$ cat config.mk
export PLATFORM = sky130hd
export DESIGN_NAME = mseq_gen
export DESIGN_NICKNAME = d
export VERILOG_FILES = /design/src/rtl/mseq_pkg.sv /design/src/rtl/mseq_period_cnt.sv /design/src/rtl/mseq_gen.sv
export SDC_FILE = /design/constraint.sdc
export NUM_CORES = 1
export LEC_CHECK = 0
export BUFFER_PORTS_ARGS = -buffer_cell sky130_fd_sc_hd__buf_2
export CORE_MARGIN = 4
export CORE_UTILIZATION = 40
export CTS_BUF_LIST = sky130_fd_sc_hd__clkbuf_4 sky130_fd_sc_hd__clkbuf_8 sky130_fd_sc_hd__clkbuf_16
export CTS_CLUSTER_DIAMETER = 200
export CTS_CLUSTER_SIZE = 24
export DETAILED_ROUTE_END_ITERATION = 7
export SLEW_MARGIN = 20
export SYNTH_ARGS = -nofsm -noshare
export SYNTH_HDL_FRONTEND = slang
export SYNTH_SLANG_ARGS = --single-unit
$ cat constraint.sdc
create_clock -name clk -period 4.05 [get_ports clk]
set_clock_uncertainty 0.2 [all_clocks]
set_input_delay 0.405 -clock clk [delete_from_list [all_inputs] [get_ports clk]]
set_output_delay 0.405 -clock clk [all_outputs]
set_load 0.01 [all_outputs]
$ cat src/rtl/mseq_pkg.sv
//==============================================================================
// Module   : mseq_pkg
// Purpose  : Shared types, constants and the LFSR step function for the
//            m-sequence generator.
// Contents : mseq_state_t - generator FSM state (IDLE / RUN)
//            MSEQ_FREE     - mode value for free-running operation
//            MSEQ_ONESHOT  - mode value for a single period
//            lfsr_step()   - one Fibonacci LFSR step at a runtime width
// Revision : 1.0 - initial release
//==============================================================================
`default_nettype none

package mseq_pkg;

    // Widest LFSR the step function supports; narrower instances
    // zero-extend their operands and truncate the result.
    localparam int MSEQ_MAX_W = 32;

    typedef enum logic [0:0] {
        ST_IDLE = 1'b0,
        ST_RUN  = 1'b1
    } mseq_state_t;

    localparam logic MSEQ_FREE    = 1'b0;
    localparam logic MSEQ_ONESHOT = 1'b1;

    // Fibonacci step: feedback is the XOR of all tapped stages, shifted in
    // at bit 0. Bits at or above w are cleared so a zero-extended narrow
    // state never leaks into the upper bits of the result.
    function automatic logic [MSEQ_MAX_W-1:0] lfsr_step(
        input logic [MSEQ_MAX_W-1:0] s,
        input logic [MSEQ_MAX_W-1:0] t,
        input int                    w
    );
        logic                  fb;
        logic [MSEQ_MAX_W-1:0] mask;
        fb   = ^(s & t);
        mask = (w >= MSEQ_MAX_W) ? {MSEQ_MAX_W{1'b1}}
                                 : (({{(MSEQ_MAX_W-1){1'b0}}, 1'b1} << w)
                                    - {{(MSEQ_MAX_W-1){1'b0}}, 1'b1});
        return {s[MSEQ_MAX_W-2:0], fb} & mask;
    endfunction

endpackage

`default_nettype wire

$ cat src/rtl/mseq_period_cnt.sv
//==============================================================================
// Module   : mseq_period_cnt
// Purpose  : Period counter for the m-sequence generator. Counts accepted
//            LFSR steps and flags the step that completes a 2^N-1 period.
// Ports    : clk     in  1  rising-edge clock
//            rst     in  1  synchronous active-high reset
//            i_clr   in  1  restart the period (generator load)
//            i_step  in  1  an LFSR step is taken this cycle
//            o_wrap  out 1  this step is the last step of the period
// Revision : 1.0 - initial release
//==============================================================================
`default_nettype none

module mseq_period_cnt
    import mseq_pkg::*;
#(
    parameter int WIDTH = 4
) (
    input  logic clk,
    input  logic rst,
    input  logic i_clr,
    input  logic i_step,
    output logic o_wrap
);

    // The counter runs 0 .. 2^N-2, i.e. 2^N-1 steps per period.
    localparam logic [WIDTH-1:0] c_period_last = {{(WIDTH-1){1'b1}}, 1'b0};

    logic [WIDTH-1:0] r_cnt;
    logic [WIDTH-1:0] w_cnt_d;

    // Combinational so the generator can raise its strobe on the same edge
    // that takes the final step; only feeds registers in the parent.
    assign o_wrap = i_step && (r_cnt == c_period_last);

    always_comb begin
        w_cnt_d = r_cnt;
        if (i_clr) begin
            w_cnt_d = '0;
        end else if (i_step) begin
            w_cnt_d = o_wrap ? '0 : (r_cnt + {{(WIDTH-1){1'b0}}, 1'b1});
        end
    end

    always_ff @(posedge clk) begin
        if (rst) begin
            r_cnt <= '0;
        end else begin
            r_cnt <= w_cnt_d;
        end
    end

endmodule

`default_nettype wire

$ cat src/rtl/mseq_gen.sv
//==============================================================================
// Module   : mseq_gen
// Purpose  : Parametrised maximal-length sequence generator with loadable
//            taps and start phase, free-run / one-shot modes, step enable,
//            end-of-period strobe with phase snapshot and zero-seed guard.
// Ports    : clk       in  1      rising-edge clock
//            rst       in  1      synchronous active-high reset
//            en        in  1      step enable (only acts in RUN)
//            load      in  1      latch fase/type_f/mode and start
//            fase      in  WIDTH  start phase (seed)
//            type_f    in  WIDTH  tap mask, bit i taps stage i
//            mode      in  1      0 free-run, 1 one-shot
//            sum       out 1      current chip (state MSB)
//            fase_new  out WIDTH  state captured at the last period end
//            control   out 1      one-cycle strobe after the period end
//            busy      out 1      generator is in RUN
//            lockup    out 1      last load carried an all-zero seed
// Revision : 1.0 - initial release
//==============================================================================
`default_nettype none

module mseq_gen
    import mseq_pkg::*;
#(
    parameter int               WIDTH        = 4,
    parameter logic [WIDTH-1:0] SEED_DEFAULT = {{(WIDTH-1){1'b0}}, 1'b1}
) (
    input  logic             clk,
    input  logic             rst,
    input  logic             en,
    input  logic             load,
    input  logic [WIDTH-1:0] fase,
    input  logic [WIDTH-1:0] type_f,
    input  logic             mode,
    output logic             sum,
    output logic [WIDTH-1:0] fase_new,
    output logic             control,
    output logic             busy,
    output logic             lockup
);

    // Forcing the MSB tap keeps the feedback dependent on the bit being
    // shifted out, so a nonzero state can never collapse to all-zero.
    localparam logic [WIDTH-1:0] c_msb_tap = {1'b1, {(WIDTH-1){1'b0}}};

    // Registered state
    logic [WIDTH-1:0] r_s;
    logic [WIDTH-1:0] r_t;
    logic             r_m;
    mseq_state_t      r_state;
    logic [WIDTH-1:0] r_fase_new;
    logic             r_control;
    logic             r_lockup;

    // Next-state values
    logic [WIDTH-1:0] w_s_d;
    logic [WIDTH-1:0] w_t_d;
    logic             w_m_d;
    mseq_state_t      w_state_d;
    logic [WIDTH-1:0] w_fase_new_d;
    logic             w_control_d;
    logic             w_lockup_d;

    // Datapath helpers
    logic [MSEQ_MAX_W-1:0] w_s_ext;
    logic [MSEQ_MAX_W-1:0] w_t_ext;
    logic [WIDTH-1:0]      w_s_next;
    logic [WIDTH-1:0]      w_seed;
    logic                  w_seed_zero;
    logic                  w_step;
    logic                  w_wrap;

    assign w_s_ext  = MSEQ_MAX_W'(r_s);
    assign w_t_ext  = MSEQ_MAX_W'(r_t);
    assign w_s_next = WIDTH'(lfsr_step(w_s_ext, w_t_ext, WIDTH));

    assign w_seed_zero = (fase == '0);
    assign w_seed      = w_seed_zero ? SEED_DEFAULT : fase;

    // A load in the same cycle suppresses the step, which also keeps the
    // counter from reporting a wrap that the load is about to discard.
    assign w_step = !load && (r_state == ST_RUN) && en;

    mseq_period_cnt #(
        .WIDTH (WIDTH)
    ) u_period_cnt (
        .clk    (clk),
        .rst    (rst),
        .i_clr  (load),
        .i_step (w_step),
        .o_wrap (w_wrap)
    );

    always_comb begin
        w_s_d        = r_s;
        w_t_d        = r_t;
        w_m_d        = r_m;
        w_state_d    = r_state;
        w_fase_new_d = r_fase_new;
        w_control_d  = 1'b0;
        w_lockup_d   = r_lockup;

        if (load) begin
            w_s_d      = w_seed;
            w_t_d      = type_f | c_msb_tap;
            w_m_d      = mode;
            w_lockup_d = w_seed_zero;
            w_state_d  = ST_RUN;
        end else if (w_step) begin
            w_s_d = w_s_next;
            if (w_wrap) begin
                w_fase_new_d = w_s_next;
                w_control_d  = 1'b1;
                if (r_m == MSEQ_ONESHOT) begin
                    w_state_d = ST_IDLE;
                end
            end
        end
    end

    always_ff @(posedge clk) begin
        if (rst) begin
            r_s        <= SEED_DEFAULT;
            r_t        <= c_msb_tap;
            r_m        <= MSEQ_FREE;
            r_state    <= ST_IDLE;
            r_fase_new <= '0;
            r_control  <= 1'b0;
            r_lockup   <= 1'b0;
        end else begin
            r_s        <= w_s_d;
            r_t        <= w_t_d;
            r_m        <= w_m_d;
            r_state    <= w_state_d;
            r_fase_new <= w_fase_new_d;
            r_control  <= w_control_d;
            r_lockup   <= w_lockup_d;
        end
    end

    assign sum      = r_s[WIDTH-1];
    assign fase_new = r_fase_new;
    assign control  = r_control;
    assign busy     = (r_state == ST_RUN);
    assign lockup   = r_lockup;

endmodule

`default_nettype wire

# Word level (Yosys, flattened, before mapping)
# Cells that the tools add are included.
dict set report totals {
  ff_bits 19
  latchBits 0
  ram_bits 0
  romBits 0
  wordCells 35
  memories 0
}
dict set report classes {
  add_sub_neg 1
  n_mul 0
  n_div 0
  n_lt_le_gt_ge 0
  eq_ne 1
  shifts 0
  mux 9
  n_bitwise 3
  n_reduce_logical 13
}
# operator n
set op_table {}
lappend op_table {{32-bit parity} 1}
lappend op_table {{4-bit 2-to-1 mux} 4}
lappend op_table {{3-bit AND reduction} 2}
lappend op_table {{2-bit nonzero test} 3}
lappend op_table {{1-bit 2-to-1 mux} 5}
lappend op_table {{4-bit by 1-bit adder with 4-bit output, second input constant} 1}
lappend op_table {{4-bit bitwise AND} 1}
lappend op_table {{4-bit equality test, second input constant} 1}
lappend op_table {{4-bit zero test} 1}
lappend op_table {{1-bit logical AND} 3}
lappend op_table {{3-bit OR reduction} 1}
lappend op_table {{1-bit inverter} 2}
lappend op_table {{2-bit OR reduction} 1}
lappend op_table {{1-bit zero test} 1}

# Logic depth before layout (Yosys ltp)
dict set report logic_depth {
  word_depth 7
  mapped_depth 6
  depth_no_buf 6
}

# Hierarchy
# From an unflattened synthesis, not the netlist that was laid out.
dict set report unflattened {
  cells_unflattened 87
  hier_area_um2 849.6
}
# module n_inst cells_each area_per_inst_um2 seq_area_each_um2
set modules_own_cells {}
lappend modules_own_cells {mseq_gen 1 65 638.1 300.3}
lappend modules_own_cells {mseq_period_cnt 1 22 211.5 80.1}

# Least setup slack after synthesis
# Ideal clock, no wire load.
dict set report synth_timing {
  kind {register to register}
  startpoint {register u_period_cnt.r_cnt[0]}
  endpoint {register r_fase_new[1], in the netlist fase_new[1]}
  t_arrival_ps 1178
  t_required_ps 3736
  setup_slack_ps 2558
  stages_incl_launch_ff 7
  path_buffers 0
  period_less_slack_ps 1492
  path_cell_list {dfxtp_1 > inv_1 > ha_1 > nand3_1 > nor3_4 > mux2i_1 > nor2_1}
}
dict set report synth_via {
  elab_chain_len 3
}
# item line
set synth_lines {}
lappend synth_lines {{start, declared} mseq_period_cnt.sv:29} ;# logic [WIDTH-1:0] r_cnt;
lappend synth_lines {{start signal, assigned} mseq_period_cnt.sv:49} ;# r_cnt <= w_cnt_d;
lappend synth_lines {{4-bit equality test} mseq_period_cnt.sv:34} ;# assign o_wrap = i_step && (r_cnt == c_period_last);
lappend synth_lines {{1-bit logical AND} mseq_period_cnt.sv:34}
lappend synth_lines {{3-bit AND reduction (no source line)} -}
lappend synth_lines {{end signal, assigned} mseq_gen.sv:135} ;# r_fase_new <= w_fase_new_d;
lappend synth_lines {{end, declared} mseq_gen.sv:51} ;# logic [WIDTH-1:0] r_fase_new;
# No other way between the ends.
# A chain may end at the register's enable or synchronous reset.

# Final worst setup path
# Same ends and word-level chain as after synthesis.

==> flow_summary_export.csv <==
group,metric,value,unit
run_status,status,"finished clean",
clock_network,ctsRootBufferMaster,"clkbuf_4",
critical_path,r2r-start,"u_period_cnt.r_cnt[0]",
yosys,syn_nets,102,
floorplanning,io_pins,21,
grt,use_met1,15.8,%
yosys,syn_area,845,um^2
critical_path,crit_arrival,1.65,ns
finish,diodes,0,
floorplanning,die_h,54.0,um
clock_network,clock_latency,0.29,ns
grt,grt_pass1_wl,2.53,mm
yosys,yosysWarnings,0,
grt,grt_pass1_vias,596,
floorplanning,core-area,1980,um^2
yosys,ys_types,24,
sta,rsz0062_at_grt,"no",
detailed_routing,drc,0,
worst_hold_path,hold_class,"in -> reg",
sta,drv_slew,0,
critical_path,cp-start-kind,"flop",
grt,met2_usage,18.8,%
sta,tightest_slew,0.391,ns
critical_path,end_kind,"flop",
detailed_routing,drtAntennaViolNets,0,
critical_path,required,4.02,ns
placement,place_area,951,um^2
critical_path,critPathMaxFanout,7,
sta,worst_slack,2.37,ns
sta,max_slew_margin,73.8,%
sta,post-route-period-util,41.5,%
critical_path,rr_endpoint,"fase_new[1]",
yosys,synth_cells,87,
detailed_routing,drt_wl_total,1.51,mm
sta,fin_setup_tns,0,ns
finish,finish.net_count,123,
grt,grt-ovfl-total,0,
placement,dp_hpwl,1.16,mm
critical_path,ff2ff_setup_slack,2.37,ns
clock_network,numCtsBuffers,3,
finish,drive_gt1_share,29.0,%
finish,n_fill_cell,209,
yosys,ys_ff_latch,19,
floorplanning,die_w,54.0,um
pwr,totalPowerFinal,0.000333,W
finish,ff_latch_area,380,um^2
sta,setup_viol,0,
grt,gr-usage-all-layers,12.3,%
grt,antenna_found_initial,0,
run,cap_viol_max_count,0,
grt,grt-busiest-layer,"met2",
sta,fmax,595,MHz
pwr,p_leak,0.430,nW
clock_network,clock_sinks,19,
critical_path,r2r_cells,6,
floorplanning,dieArea,2910,um^2
clock_network,cts_buffer_depth,2,
worst_hold_path,holdPathStages,3,
yosys,synth.largest_area_cell,"dfxtp_1",
critical_path,cp-startpoint,"u_period_cnt.r_cnt[0]",
finish,area_growth,16.1,%
detailed_routing,detail_route.wl_per_cell,11.3,um
placement,port_buffers,19,
yosys,synth_top_area_share,45.0,%
yosys,synth-seq-area-share,45.0,%
detailed_routing,routed-via-count,650,
clock_network,htree_levels,1,
sta,holdWs,0.144,ns
detailed_routing,drtIter0Drc,4,
sta,finalHoldViolCount,0,
grt,gr-usage-met3,3.32,%
clock_network,cts_tree,"built",
sta,post-route-min-period,1.68,ns
placement,gp_congestion,0.814,
critical_path,crit_path_end,"fase_new[1]",
clock_network,hold_buffers,0,
floorplanning,start_util,42.6,%
grt,grt_max_degree,17,
detailed_routing,viasPerCell,4.85,
yosys,postSynthAreaPerCell,9.71,um^2
clock_network,cts_resized,0,
pwr,power.density,339,nW/um^2
clock_network,cts_setup_buffers,0,
critical_path,worstSetupPathType,"reg -> reg",
clock_network,clkTransAtPathRegs,0.11,ns
pwr,ir_worst_vdd,190,uV
finish,multi_input_area,438,um^2
finish,post-route-cell-area,981,um^2
yosys,synth_area_leaders,"dfxtp_1, mux2i_1, nor2_1, mux2_2, xor2_1",
placement,dp_slack,2.38,ns
detailed_routing,dr.pass1.iters,3,
finish,layout_common_cells,"dfxtp_1, buf_2, nor2_1, mux2i_1",
floorplanning,rows,16,
==> kinds of logic after synthesis <==
kind of cell | Yosys count | synth area share, %
AO/OA/AOI/OAI | 6 | 4.89
XOR/XNOR | 5 | 5.19
adder cells (fa/ha/maj) | 2 | 2.96
buffers and inverters | 4 | 3.11
flip-flops | 19 | 45.0
multiplexers | 14 | 17.0
AND/OR/NAND/NOR | 37 | 21.8
==> sequential cells by signal, indices dropped and copies added (netlist names) <==
register	cells
busy	1
u_period_cnt.r_cnt	4
control	1
r_t	3
r_s	4
lockup	1
fase_new	4
r_m	1
==> critical path, cell delays in order, from the launching register on <==
cell	delay, ns
dfxtp_1	0.36
inv_1	0.07
ha_1	0.16
nand3_1	0.14
nor3_4	0.34
mux2i_1	0.23
nor2_1	0.05
==> worst min-delay path by stage <==
stage	slack (ns)	from	to
floorplan	0.26	r_m	r_m
global placement	0.27	lockup	lockup
detailed placement	0.29	r_t[2]	r_t[2]
CTS	0.14	mode	r_m
global route	0.15	mode	r_m
finish	0.14	mode	r_m
==> synthesized netlist by cell type, drive strengths merged <==
cell type and count:
nor4 2, and3 1, clkbuf 2, nor3 6, mux2 3, o32ai 1, mux2i 11, buf 1
nand3 2, inv 1, ha 2, a211oi 1, xor2 3, nor2 17, nand2 6, nand4 1
xnor2 2, a21oi 4, dfxtp 19, or2 1, and2 1
==> per-stage QoR <==
step / util (%) / instances
after floorplan: - / 87
after global placement: 48.0 / 130
after detailed placement: 48.0 / 130
after CTS: 49.5 / 134
after global routing: 49.5 / 134
final: 49.5 / 134
==> where the power goes <==
part | total, W | switching, W | internal [W] | leakage (nW)
clock network | 0.0000982 | 0.0000532 | 0.0000449 | 0.0184
logic | 0.0000363 | 0.0000194 | 0.0000169 | 0.257
registers | 0.000198 | 0.00000526 | 0.000193 | 0.155
total | 0.000333 | 0.0000779 | 0.000255 | 0.430
==> per-layer routing <==
metal	part of all wire, %	wire length [um]	vias up
li1	-	-	338
met1	51	765	300
met2	45	675	10
met3	3.6	54	2
met4	0.80	12	0
met5	0	0	-
==> layout make-up <==
type | count | area share (%)
Sequential cell | 19 | 38.8
Tap cell | 27 | 3.44
Timing Repair Buffer | 19 | 9.69
Clock buffer | 4 | 3.06
Inverter | 1 | 0.383
Multi-Input combinational cell | 64 | 44.6
Note: power is estimated with default switching activity, not from simulation.
